File: config.mk
export PLATFORM = sky130hd
export DESIGN_NAME = lsu_misalign_sequencer
export DESIGN_NICKNAME = d
export VERILOG_FILES = /design/src/rtl/lsu_misalign_sequencer.sv
export SDC_FILE = /design/constraint.sdc
export NUM_CORES = 1
export LEC_CHECK = 0
export ABC_AREA = 1
export BUFFER_PORTS_ARGS = -buffer_cell sky130_fd_sc_hd__buf_2
export CAP_MARGIN = 25
export CELL_PAD_IN_SITES_DETAIL_PLACEMENT = 0
export CELL_PAD_IN_SITES_GLOBAL_PLACEMENT = 2
export CORE_MARGIN = 10
export CORE_UTILIZATION = 32
export CTS_CLUSTER_DIAMETER = 30
export DETAILED_ROUTE_END_ITERATION = 7
export HOLD_SLACK_MARGIN = 0.12
export PLACE_DENSITY = 0.79
export SYNTH_ARGS = -nofsm -noshare
export SYNTH_HDL_FRONTEND = slang
export SYNTH_SLANG_ARGS = --single-unit
File: constraint.sdc
create_clock -name CLK -period 3.7 [get_ports CLK]
set_clock_uncertainty 0.1 [all_clocks]
set_input_delay 0.37 -clock CLK [delete_from_list [all_inputs] [get_ports CLK]]
set_output_delay 0.37 -clock CLK [all_outputs]
set_load 0.05 [all_outputs]
File: src/rtl/lsu_misalign_sequencer.sv
`default_nettype none
// ============================================================================
// Module  : lsu_misalign_sequencer
// Purpose : Load/store sequencer in front of data memory; splits misaligned
//           halfword/word accesses into byte beats and reassembles loads.
// Revision: 1.0
// ============================================================================
module lsu_misalign_sequencer #(
    parameter int ALLOW_MISALIGNED = 1
) (
    input  logic        CLK,
    input  logic        RST_N,
    input  logic        req_valid,
    output logic        req_ready,
    input  logic        req_we,
    input  logic [2:0]  req_funct3,
    input  logic [31:0] req_addr,
    input  logic [31:0] req_wdata,
    output logic        resp_valid,
    output logic [31:0] resp_rdata,
    output logic        resp_err,
    output logic [31:0] mem_A,
    output logic [31:0] mem_WD,
    output logic        mem_WE,
    output logic [2:0]  mem_funct3,
    input  logic [31:0] mem_RD
);

    typedef enum logic [1:0] {
        S_IDLE = 2'd0,
        S_BEAT = 2'd1,
        S_RESP = 2'd2
    } state_t;

    localparam logic [2:0] c_F3_LBU = 3'b100;
    localparam logic [2:0] c_F3_SB  = 3'b000;

    state_t      r_state, w_state_nx;
    logic [1:0]  r_cnt, r_last;
    logic        r_we, r_split;
    logic [2:0]  r_funct3;
    logic [31:0] r_addr, r_wdata, r_asm;
    logic [31:0] r_resp_rdata, r_mem_a, r_mem_wd;
    logic        r_resp_err;
    logic [2:0]  r_mem_f3;

    logic        w_illegal, w_mis, w_err, w_accept, w_beat_last;
    logic [1:0]  w_last, w_cnt_nx;
    logic [31:0] w_asm, w_result;

    // Request decode: legality, misalignment and number of beats minus one
    always_comb begin
        w_illegal = req_we ? (req_funct3[2] || (req_funct3[1:0] == 2'b11))
                           : ((req_funct3 == 3'b011) || (req_funct3[2:1] == 2'b11));
        w_mis     = ((req_funct3[1:0] == 2'b01) && req_addr[0])
                 || ((req_funct3[1:0] == 2'b10) && (req_addr[1:0] != 2'b00));
        w_err     = w_illegal || (w_mis && (ALLOW_MISALIGNED == 0));
        w_last    = !w_mis ? 2'd0 : ((req_funct3[1:0] == 2'b01) ? 2'd1 : 2'd3);
    end

    always_comb begin
        w_state_nx = r_state;
        req_ready  = 1'b0;
        case (r_state)
            S_IDLE: begin
                req_ready = 1'b1;
                if (req_valid) w_state_nx = w_err ? S_RESP : S_BEAT;
            end
            S_BEAT: if (r_cnt == r_last) w_state_nx = S_RESP;
            S_RESP: w_state_nx = S_IDLE;
            default: w_state_nx = S_IDLE;
        endcase
    end

    always_ff @(posedge CLK or negedge RST_N) begin
        if (!RST_N) r_state <= S_IDLE;
        else        r_state <= w_state_nx;
    end

    assign w_accept    = (r_state == S_IDLE) && req_valid;
    assign w_beat_last = (r_state == S_BEAT) && (r_cnt == r_last);
    assign w_cnt_nx    = r_cnt + 2'd1;

    // Merge this beat's read data into the assembly register, then extend
    always_comb begin
        w_asm = r_asm;
        if (r_split) w_asm[{r_cnt, 3'b000} +: 8] = mem_RD[7:0];
        else         w_asm = mem_RD;
        w_result = w_asm;
        if (r_we) begin
            w_result = 32'd0;
        end else if (r_split) begin
            case (r_funct3)
                3'b001:  w_result = {{16{w_asm[15]}}, w_asm[15:0]};
                3'b101:  w_result = {16'd0, w_asm[15:0]};
                default: w_result = w_asm;
            endcase
        end
    end

    always_ff @(posedge CLK or negedge RST_N) begin
        if (!RST_N) begin
            r_cnt        <= 2'd0;
            r_last       <= 2'd0;
            r_we         <= 1'b0;
            r_split      <= 1'b0;
            r_funct3     <= 3'd0;
            r_addr       <= 32'd0;
            r_wdata      <= 32'd0;
            r_asm        <= 32'd0;
            r_resp_rdata <= 32'd0;
            r_resp_err   <= 1'b0;
            r_mem_a      <= 32'd0;
            r_mem_wd     <= 32'd0;
            r_mem_f3     <= 3'b010;
        end else if (w_accept) begin
            r_we     <= req_we;
            r_funct3 <= req_funct3;
            r_addr   <= req_addr;
            r_wdata  <= req_wdata;
            r_split  <= w_mis;
            r_last   <= w_last;
            r_cnt    <= 2'd0;
            r_asm    <= 32'd0;
            if (w_err) begin
                r_resp_err   <= 1'b1;
                r_resp_rdata <= 32'd0;
            end else begin
                r_mem_a  <= req_addr;
                r_mem_wd <= w_mis ? {24'd0, req_wdata[7:0]} : req_wdata;
                r_mem_f3 <= w_mis ? (req_we ? c_F3_SB : c_F3_LBU) : req_funct3;
            end
        end else if (r_state == S_BEAT) begin
            r_asm <= w_asm;
            if (w_beat_last) begin
                r_resp_rdata <= w_result;
                r_resp_err   <= 1'b0;
            end else begin
                // Only split accesses have more than one beat
                r_cnt    <= w_cnt_nx;
                r_mem_a  <= r_addr + {30'd0, w_cnt_nx};
                r_mem_wd <= {24'd0, r_wdata[{w_cnt_nx, 3'b000} +: 8]};
            end
        end
    end

    assign mem_WE     = (r_state == S_BEAT) && r_we;
    assign resp_valid = (r_state == S_RESP);
    assign resp_rdata = r_resp_rdata;
    assign resp_err   = r_resp_err;
    assign mem_A      = r_mem_a;
    assign mem_WD     = r_mem_wd;
    assign mem_funct3 = r_mem_f3;

endmodule
`default_nettype wire

==> Flow_metrics.wiki <==
{| class="wikitable"
! Metric !! Value
|-
| Post-Synth Simple-Gate Area || 0.2331
|-
| Total Routed Length || 34310 um
|-
| Antenna violations before repair || 1
|-
| DIE AREA || 38690 sq um
|-
| Unrepaired setup endpoints after global routing || false
|-
| Vias after detailed routing || 9489
|-
| Ratio of final minimum period to clock period || 0.7942
|-
| Mapped Nets || 1352
|-
| Ratio of routed vias to standard cells || 4.766
|-
| Worst setup SP type || flip-flop
|-
| Post-CTS Repair Setup Buffers || 0
|-
| Headroom to the max-slew limit || 0.5047
|-
| Total area of multi-input combinational cells || 4086 sq um
|-
| Final routed wire length divided by cell count || 17.23 um
|-
| Synth unique cells || 46
|-
| Rows || 64
|-
| Post-cts hold buffer count || 92
|-
| Die Height || 196.7 um
|-
| Global-route congestion overflow total || 0
|-
| Slew at the pin with the worst max-slew slack || about 740 ps
|-
| First-pass GRT wire length || 55020 um
|-
| Most common cell on crit path || nor2_1
|-
| Hold crit path type || in2reg
|-
| Area Overhead vs Synth || 43.50%
|-
| Initial cell density of the core || 0.3257
|-
| Number of buffers added on ports || 205
|-
| Path type of the worst setup path || reg2out
|-
| Ports || ~200
|-
| Leading cell types in the layout, fill and taps excluded || nand2_1 (392), dfrtp_1 (205), buf_2 (204), o21ai_0 (126)
|-
| Power Dens Cells || a little over 1000 nW/um^2
|-
| Standby leakage power || 7.060 nW
|-
| Floorplan core area || slightly above 30000 sq um
|-
| Maximum number of pins on one net before global-route repair || 121
|-
| Async SR Flop Fraction || 1.000
|-
| Count of pins over their slew limit || 0
|-
| DRC errors left || 0
|-
| Chain of cells forming the critical path || inv_1 -> nor2_1 -> clkinv_1 -> nor2_1 -> buf_2
|-
| Peak clock frequency supported by timing || between 0.3 and 0.4 GHz
|-
| Count of yosys warnings during synthesis || 0
|-
| Setup WS post-layout || 761.5 ps
|-
| Final net count || approximately 1700
|-
| Worst-path clk slew || 40 ps
|-
| Met3 WL post-DR || 2174 um
|-
| Half-perimeter wire length after placement || 23470 um
|-
| Number of enable flip-flop cells after synthesis || 0
|-
| Most common cell after layout, fill and taps aside || nand2_1
|-
| First DRT Iteration DRCs || 687
|-
| Number of buffers on the longest clock path || 3
|-
| Summed negative setup slack over all endpoints || 0 ps
|-
| Total count of hold-check failures in the final report || 0
|-
| Number of nets with antenna violations after detailed routing || 0
|-
| Max stage delay on crit path || 540 ps
|-
| Number of global-route vias before repair || between 9000 and 10000
|-
| Post-synth design cell area || 9990 sq um
|-
| Placement-stage worst setup slack || 1136 ps
|-
| Largest family of logic cells by synthesized area || simple AND/OR/NAND/NOR gates
|-
| All-Layer GR Usage || 0.1741
|-
| Latest clock arrival within the worst-skew pair || about 550 ps
|-
| Seq. cell area || around 5200 sq um
|-
| Worst IR drop on VDD || a little over 500 uV
|-
| Endpoints failing setup || 0
|-
| Highest-delay cell along the critical path || clkinv_1
|-
| Width of the chip || 196.7 um
|-
| Most instantiated flip-flop cell in the synthesis netlist || dfrtp_1
|-
| Required time of the critical path || 3230 ps
|-
| Sinks on the clock net || between 200 and 250
|-
| Met2 Wirelength || around 15000 um
|-
| Parity-gate share of the synthesized area counting xor and xnor cells || 0.005135
|-
| Cell chosen for the clock root || clkbuf_16
|-
| Min Clock Period, post-route || 2938 ps
|-
| Flip-flop and latch count after synthesis || 206
|-
| Met1 WL || ~16000 um
|-
| Total of cells resized after clock tree synthesis || 0
|-
| Detailed-routing iteration count for the pre-antenna-repair pass || 5
|-
| Max FO, Critical Path || 18
|-
| Endpoint kind of the worst setup timing path || primary output
|-
| TritonCTS Buffers || just under 60
|-
| Htree depth || 2
|-
| Cell family contributing the most delay on the critical path || buffers and inverters
|-
| Share of layout cells above drive strength 1 || 0.2183
|-
| Post-synthesis compound-gate area fraction || 0.1576
|-
| Clock tree from TritonCTS || yes
|-
| Max-cap violations || 0
|-
| Filler cell count || roughly 3000
|-
| Post-synthesis cell count || 1241
|-
| Top layer in use || met4
|-
| Portion of the post-synthesis area used by sequential elements || 0.5162
|-
| Synthesized-area fraction occupied by adder cells || 0.01077
|-
| Run status || completed
|-
| Sum of buffers and inverters on the critical path || 3
|-
| Post-synthesis average cell area || 8.050 sq um
|-
| Final Wtd Congestion || 0.7977
|-
| Post-synthesis mux area share || 0.001127
|-
| Data arrival at the endpoint of the critical path || 2470 ps
|}
==> metal layers <==
layer,GRT usage,vias to the layer above
met1,0.2377,4467
met3,0.04328,52
met4,0.05248,0
met5,0,-
li1,-,4704
met2,0.2669,266
==> tightest hold or removal path, stage by stage <==
cell     delay [ps]
buf_2           130
a22oi_1          90
o21ai_0         150
==> layout make-up <==
class	instances	share of cell area
sequential	206	0.3597
multi-input combinational	861	0.2851
inverter	109	0.02863
tap	396	0.03456
clock buffer	80	0.1198
antenna	1	0.0001746
timing repair buffer	312	0.1465
clock inverter	26	0.02549
==> registers in the layout (all words and copies together) (netlist names) <==
register	count
r_asm	32
resp_rdata	32
r_addr	32
r_last	2
r_cnt	2
r_we	1
r_wdata	32
r_funct3	3
mem_funct3	3
mem_WD	32
resp_err	1
r_state	2
mem_A	32
==> cell usage after synthesis, drive strengths merged (17+ instances only) <==
cell    count  share of area
nand2     396           0.15
dfrtp     205           0.51
o21ai     137          0.071
nor2      110          0.044
inv       107          0.040
nand3      59          0.031
buf        49          0.029
a21oi      36          0.018
o31ai      27          0.020
o22ai      21          0.013
a31oi      18          0.011
o211ai     17          0.013
==> through the flow <==
step,hold WS [ps],instances,total power [mW],utilization,cell area (sq um)
global placement,356.4,1791,9.512,0.3689,11310
finish,145.1,1991,14.80,0.4674,14340
global route,144.1,1991,15.77,0.4674,14340
CTS,123.4,1990,14.96,0.4673,14330
floorplan,-25.59,1241,8.006,-,9990
detailed placement,361.1,1792,9.561,0.3694,11330
==> path summary, 6_finish.rpt <==
kind                                  endpoint  depth (start not counted)      startpoint  slack (ps)
worst min register to register  resp_rdata[25]                          2  resp_rdata[25]         370
max in group asynchronous       resp_rdata[15]                          3           RST_N        2150
worst min-delay path             resp_rdata[5]                          3       mem_RD[5]         150
worst max-delay path                    mem_WE                          5      r_state[0]         760
min in group asynchronous        resp_rdata[9]                          2           RST_N         340
worst max register to register        r_asm[1]                          8        r_cnt[1]        1160
==> cell families (layout without fill, tap and decap cells) <==
family / Yosys count / after routing
xor gates and xnor gates: 5 / 5
AOI/OAI and AO/OA: 270 / 270
buffers and inverters: 174 / 527
muxes: 1 / 1
adders and majority gates: 8 / 8
other: 0 / 1
DFF: 206 / 206
and+or+nand+nor: 577 / 577
==> power by group <==
part	leakage [nW]	switching [mW]	total, mW	internal (mW)
clock network	1.02	1.43	5.24	3.80
logic	3.43	4.23	5.72	1.49
registers	2.61	0.592	3.84	3.25
(Power assumes the default switching activity.)
